### config.mk
export PLATFORM = sky130hd
export DESIGN_NAME = nand_rr_arbiter_flat
export DESIGN_NICKNAME = d
export VERILOG_FILES = /design/src/rtl/nand_rr_arbiter_if.sv /design/src/rtl/nand_rr_arbiter.sv /design/src/flat_wrapper.sv
export SDC_FILE = /design/constraint.sdc
export NUM_CORES = 1
export LEC_CHECK = 0
export ABC_AREA = 1
export CAP_MARGIN = 20
export CORE_MARGIN = 2
export CORE_UTILIZATION = 50
export DETAILED_ROUTE_END_ITERATION = 10
export PLACE_DENSITY = 0.79
export REMOVE_ABC_BUFFERS = 1
export SYNTH_ARGS = -nofsm -noshare
export SYNTH_HDL_FRONTEND = slang
export SYNTH_SLANG_ARGS = --single-unit
### constraint.sdc
create_clock -name clk -period 2.6 [get_ports clk]
set_input_delay 0.65 -clock clk [delete_from_list [all_inputs] [get_ports clk]]
set_output_delay 0.65 -clock clk [all_outputs]
set_load 0.02 [all_outputs]
### src/rtl/nand_rr_arbiter_if.sv
// rtl/nand_rr_arbiter_if.sv - request/grant/result bundle of the shared NAND evaluation unit
interface nand_rr_arbiter_if #(
  parameter int NREQ  = 4,
  parameter int CNT_W = 8
);
  localparam int ID_W = (NREQ > 1) ? $clog2(NREQ) : 1;

  logic [NREQ-1:0]  req;
  logic [NREQ-1:0]  a_in;
  logic [NREQ-1:0]  b_in;
  logic [NREQ-1:0]  gnt;
  logic             res;
  logic [ID_W-1:0]  res_id;
  logic             res_valid;
  logic             res_ack;
  logic             busy;
  logic [CNT_W-1:0] op_count;

  // Arbiter side: consumes requests and the result acknowledge.
  modport slave (
    input  req, a_in, b_in, res_ack,
    output gnt, res, res_id, res_valid, busy, op_count
  );

  // Requester/consumer side.
  modport master (
    output req, a_in, b_in, res_ack,
    input  gnt, res, res_id, res_valid, busy, op_count
  );
endinterface

### src/rtl/nand_rr_arbiter.sv
// rtl/nand_rr_arbiter.sv - round-robin arbiter sharing one NAND evaluation unit among NREQ requesters
module nand_rr_arbiter #(
  parameter int NREQ  = 4,
  parameter int CNT_W = 8
) (
  input logic               clk,
  input logic               rst,
  nand_rr_arbiter_if.slave  bus
);
  localparam int ID_W = (NREQ > 1) ? $clog2(NREQ) : 1;

  typedef enum logic [1:0] {
    IDLE = 2'd0,
    EXEC = 2'd1,
    RESP = 2'd2
  } state_t;

  state_t           state_q;
  logic [ID_W-1:0]  ptr_q;
  logic [ID_W-1:0]  sel_id_q;
  logic             a_lat_q;
  logic             b_lat_q;
  logic [NREQ-1:0]  gnt_q;
  logic             res_q;
  logic [ID_W-1:0]  res_id_q;
  logic             res_valid_q;
  logic [CNT_W-1:0] op_count_q;

  logic             pick_vld_d;
  logic [ID_W-1:0]  pick_id_d;
  logic [ID_W-1:0]  cand;

  // Rotating priority: scan upward from ptr, the index wraps naturally because NREQ is a power of two.
  always_comb begin
    pick_vld_d = 1'b0;
    pick_id_d  = ptr_q;
    cand       = '0;
    for (int i = 0; i < NREQ; i++) begin
      cand = ptr_q + ID_W'(i);
      if (!pick_vld_d && bus.req[cand]) begin
        pick_vld_d = 1'b1;
        pick_id_d  = cand;
      end
    end
  end

  // Control FSM: arbitration only in IDLE, operands latched at selection so later input changes cannot disturb the operation.
  always_ff @(posedge clk) begin
    if (rst) begin
      state_q     <= IDLE;
      ptr_q       <= '0;
      sel_id_q    <= '0;
      a_lat_q     <= 1'b0;
      b_lat_q     <= 1'b0;
      gnt_q       <= '0;
      res_q       <= 1'b0;
      res_id_q    <= '0;
      res_valid_q <= 1'b0;
      op_count_q  <= '0;
    end else begin
      case (state_q)
        IDLE: begin
          gnt_q <= '0;
          if (pick_vld_d) begin
            a_lat_q  <= bus.a_in[pick_id_d];
            b_lat_q  <= bus.b_in[pick_id_d];
            sel_id_q <= pick_id_d;
            gnt_q    <= {{(NREQ-1){1'b0}}, 1'b1} << pick_id_d;
            state_q  <= EXEC;
          end
        end
        EXEC: begin
          res_q       <= ~(a_lat_q & b_lat_q);
          res_id_q    <= sel_id_q;
          res_valid_q <= 1'b1;
          gnt_q       <= '0;
          op_count_q  <= op_count_q + CNT_W'(1);
          state_q     <= RESP;
        end
        RESP: begin
          if (bus.res_ack) begin
            res_valid_q <= 1'b0;
            ptr_q       <= res_id_q + ID_W'(1);
            state_q     <= IDLE;
          end
        end
        default: begin
          gnt_q       <= '0;
          res_valid_q <= 1'b0;
          state_q     <= IDLE;
        end
      endcase
    end
  end

  assign bus.gnt       = gnt_q;
  assign bus.res       = res_q;
  assign bus.res_id    = res_id_q;
  assign bus.res_valid = res_valid_q;
  assign bus.busy      = (state_q != IDLE);
  assign bus.op_count  = op_count_q;
endmodule
### src/flat_wrapper.sv
// flat-port wrapper written by rule: the top's interface ports become plain ports
module nand_rr_arbiter_flat 
#(
  parameter int NREQ  = 4,
  parameter int CNT_W = 8
)
  (clk, rst, bus_req, bus_a_in, bus_b_in, bus_res_ack, bus_gnt, bus_res, bus_res_id, bus_res_valid, bus_busy, bus_op_count);
  nand_rr_arbiter_if #(.NREQ(NREQ), .CNT_W(CNT_W)) bus_i ();
  input logic clk;
  input logic rst;
  input wire logic [$bits(bus_i.req)-1:0] bus_req;
  input wire logic [$bits(bus_i.a_in)-1:0] bus_a_in;
  input wire logic [$bits(bus_i.b_in)-1:0] bus_b_in;
  input wire logic [$bits(bus_i.res_ack)-1:0] bus_res_ack;
  output wire logic [$bits(bus_i.gnt)-1:0] bus_gnt;
  output wire logic [$bits(bus_i.res)-1:0] bus_res;
  output wire logic [$bits(bus_i.res_id)-1:0] bus_res_id;
  output wire logic [$bits(bus_i.res_valid)-1:0] bus_res_valid;
  output wire logic [$bits(bus_i.busy)-1:0] bus_busy;
  output wire logic [$bits(bus_i.op_count)-1:0] bus_op_count;
  assign bus_i.req = bus_req;
  assign bus_i.a_in = bus_a_in;
  assign bus_i.b_in = bus_b_in;
  assign bus_i.res_ack = bus_res_ack;
  assign bus_gnt = bus_i.gnt;
  assign bus_res = bus_i.res;
  assign bus_res_id = bus_i.res_id;
  assign bus_res_valid = bus_i.res_valid;
  assign bus_busy = bus_i.busy;
  assign bus_op_count = bus_i.op_count;
  nand_rr_arbiter #(.NREQ(NREQ), .CNT_W(CNT_W)) u_core (.clk(clk), .rst(rst), .bus(bus_i));
endmodule
==> results.ini <==
[sta]
hold_viol=0
skew_ns=0.00575
slew_violations=0
period_needed_ns=2.12
setup_viol=0
fmax_mhz=472
worst_slew_pin_slew_ns=0.413
rsz0062_at_grt=no
tns_ns=0
timing.hold.ws_ns=0.468
fin_crit_sh=0.815
relSlewSlack=0.724

[placement]
io_buffers=31
gp_congestion=0.883
placed_cell_area_um2=1720
dp.final_hpwl_um=2210

[global_routing]
grt_usage=0.195
grt-ovfl-total=0
grt_first_pass_wirelength_um=5090
grt_pass1_vias=1242
grt_max_degree=15
antenna_found_initial=0

[pwr]
p_per_area_nw_per_um2=564
p_leak_nw=0.797
vdd_drop_max_mv=0.704

[routing]
wire_per_inst_um=10.5
ant_nets=0
num_vias=1428
dr.pass1.iters=4
drcViolationCount=0
wl_um=2920
drtIter0Drc=46
vias_per_cell=5.12

[cells_and_area]
stdcell_area_um2=1760
num_antenna_cells=0
drive_gt1_frac=0.0927
nNetsFinal=265
area_growth_pct=26.7

[worst_setup_path]
cp-end-kind=output port
path_buf_inv=2
path_class=reg2out
critical-path-top-delay-family=buffers and inverters
r2r_cells=13
cp_max_fo=3
path_cells=nor2_1 -> inv_1 -> clkdlybuf4s50_1
crit_start=u_core.state_q[1]
r2r-start=u_core.ptr_q[1]
crit_cells=3
cpPeakStageDelay_ns=0.54
slowest_stage=clkdlybuf4s50_1
crit_required_ns=1.95
worst-r2r-setup-slack_ns=0.78
critical_path_arrival_ns=1.47
start_kind=flip-flop
reg2reg_to=u_core.a_lat_q

[clock_network]
clk_latency_ns=0.32
numCtsBuffers=3
clkTransAtPathRegs_ns=0.12
cts.sinks=24
cts_root_buf=clkbuf_4
cts_max_level=1
cts_resized=0
postCtsSetupRepairBufs=0
cts_tree=yes
holdBufCountCts=0
cts.path.max_buffers=2

[synth]
synth.distinct_cells=26
yosysWarningCount=0
synth_top_flop_cell=dfxtp_1
synth_area_per_cell_um2=6.42
synth_edf_count=0
async_reset_ff_frac=0
ys_seq_area_frac=0.346
synth_area_um2=1390
syn_inst=216
ys_ff_latch=24

[worst_hold_path]
hp-start=u_core.b_lat_q
min_to=u_core.bus.res
hold_depth=1
hp-class=reg2reg

[die]
start_util=0.517
boundaryPins=32
die-height_um=56.7
die-area_um2=3210
die-width_um=56.7
rows=19
fp.coreArea_um2=2690

[run_status]
outcome=finished, final reports clean

[job]
maxCapViolCount=0

-- sequential cells by signal (all words and copies together), names as in the netlist --
name and flops:
u_core.bus.op_count 8, u_core.b_lat_q 1, u_core.bus.res_valid 1, u_core.a_lat_q 1, u_core.ptr_q 2, u_core.bus.gnt 4
u_core.sel_id_q 2, u_core.state_q 2, u_core.bus.res_id 2, u_core.bus.res 1
-- stage by stage --
step / setup slack (ns) / std cells / utilization / power [W]
after floorplan: 0.844 / 211 / - / 0.000678
after CTS: 0.456 / 279 / 0.654 / 0.000996
after detailed placement: 0.324 / 275 / 0.641 / 0.000801
after global routing: 0.406 / 279 / 0.654 / 0.00106
after global placement: 0.321 / 275 / 0.641 / 0.000799
final: 0.480 / 279 / 0.654 / 0.000991
-- cell families after synthesis --
family,synth area share
flops,0.346
fa+ha+maj,0.00902
compound gates,0.121
buf+inv,0.0893
simple gates,0.422
xor+xnor,0.0126
-- how the worst max path moves through the flow --
stage	endpoint	slack [ns]
5_1_grt	bus_busy	0.41
4_1_cts	bus_busy	0.46
3_5_place_dp	u_core.bus.gnt[3]	0.32
6_report	bus_busy	0.48
2_1_floorplan	u_core.a_lat_q	0.84
3_3_place_gp	u_core.a_lat_q	0.32
-- cell usage in the layout (no fill, tap or decap), drive strengths merged, types with 2 or more instances in the layout --
master	count
a21oi	17
o21ai	13
dfxtp	24
buf	2
nor3	2
nor2	14
nand2	79
inv	24
clkdlybuf4s50	31
clkbuf	4
nand4	4
nand3	26
-- cell type report --
cell class	instances	area, um2
multi-input combinational	162	783
clock buffer	4	36.3
timing repair buffer	33	325
sequential	24	480
fill	259	928
tap	31	38.8
inverter	25	93.8
-- power breakdown --
group          internal (W)  leakage (nW)  switching, W
sequential         0.000409         0.196     0.0000242
clock             0.0000857        0.0210      0.000110
combinational      0.000140         0.580      0.000222
total              0.000635         0.797      0.000356
-- cell usage after synthesis, drive strengths merged, types with 2 or more instances --
| cell type | number | share of area |
|---|---|---|
| nor3 | 2 | 0.0072 |
| a21oi | 17 | 0.064 |
| nand3 | 26 | 0.094 |
| buf | 2 | 0.014 |
| clkbuf | 3 | 0.0081 |
| nand2 | 79 | 0.23 |
| nor2 | 14 | 0.043 |
| dfxtp | 24 | 0.35 |
| nand4 | 4 | 0.038 |
| o21ai | 13 | 0.047 |
| inv | 24 | 0.065 |
-- worst register-to-register path, stage by stage (launching register included) --
cell and delay (ns):
dfxtp_1 0.48, inv_2 0.14, nand2_1 0.09, nand2_2 0.09
nand2_1 0.08, nand2_2 0.10, nor2_4 0.14, nand4_1 0.14
nand2_2 0.17, inv_2 0.08, nor2_1 0.09, nor2_1 0.05
nand2_1 0.06, inv_1 0.03
-- routing by layer --
layer	vias up	routed length [um]	GRT usage
met5	-	0	0
met4	0	28	0.0680
met3	4	157	0.0461
met2	36	1300	0.309
met1	623	1440	0.259
li1	765	-	-
Note: power is estimated with default switching activity, not from simulation.
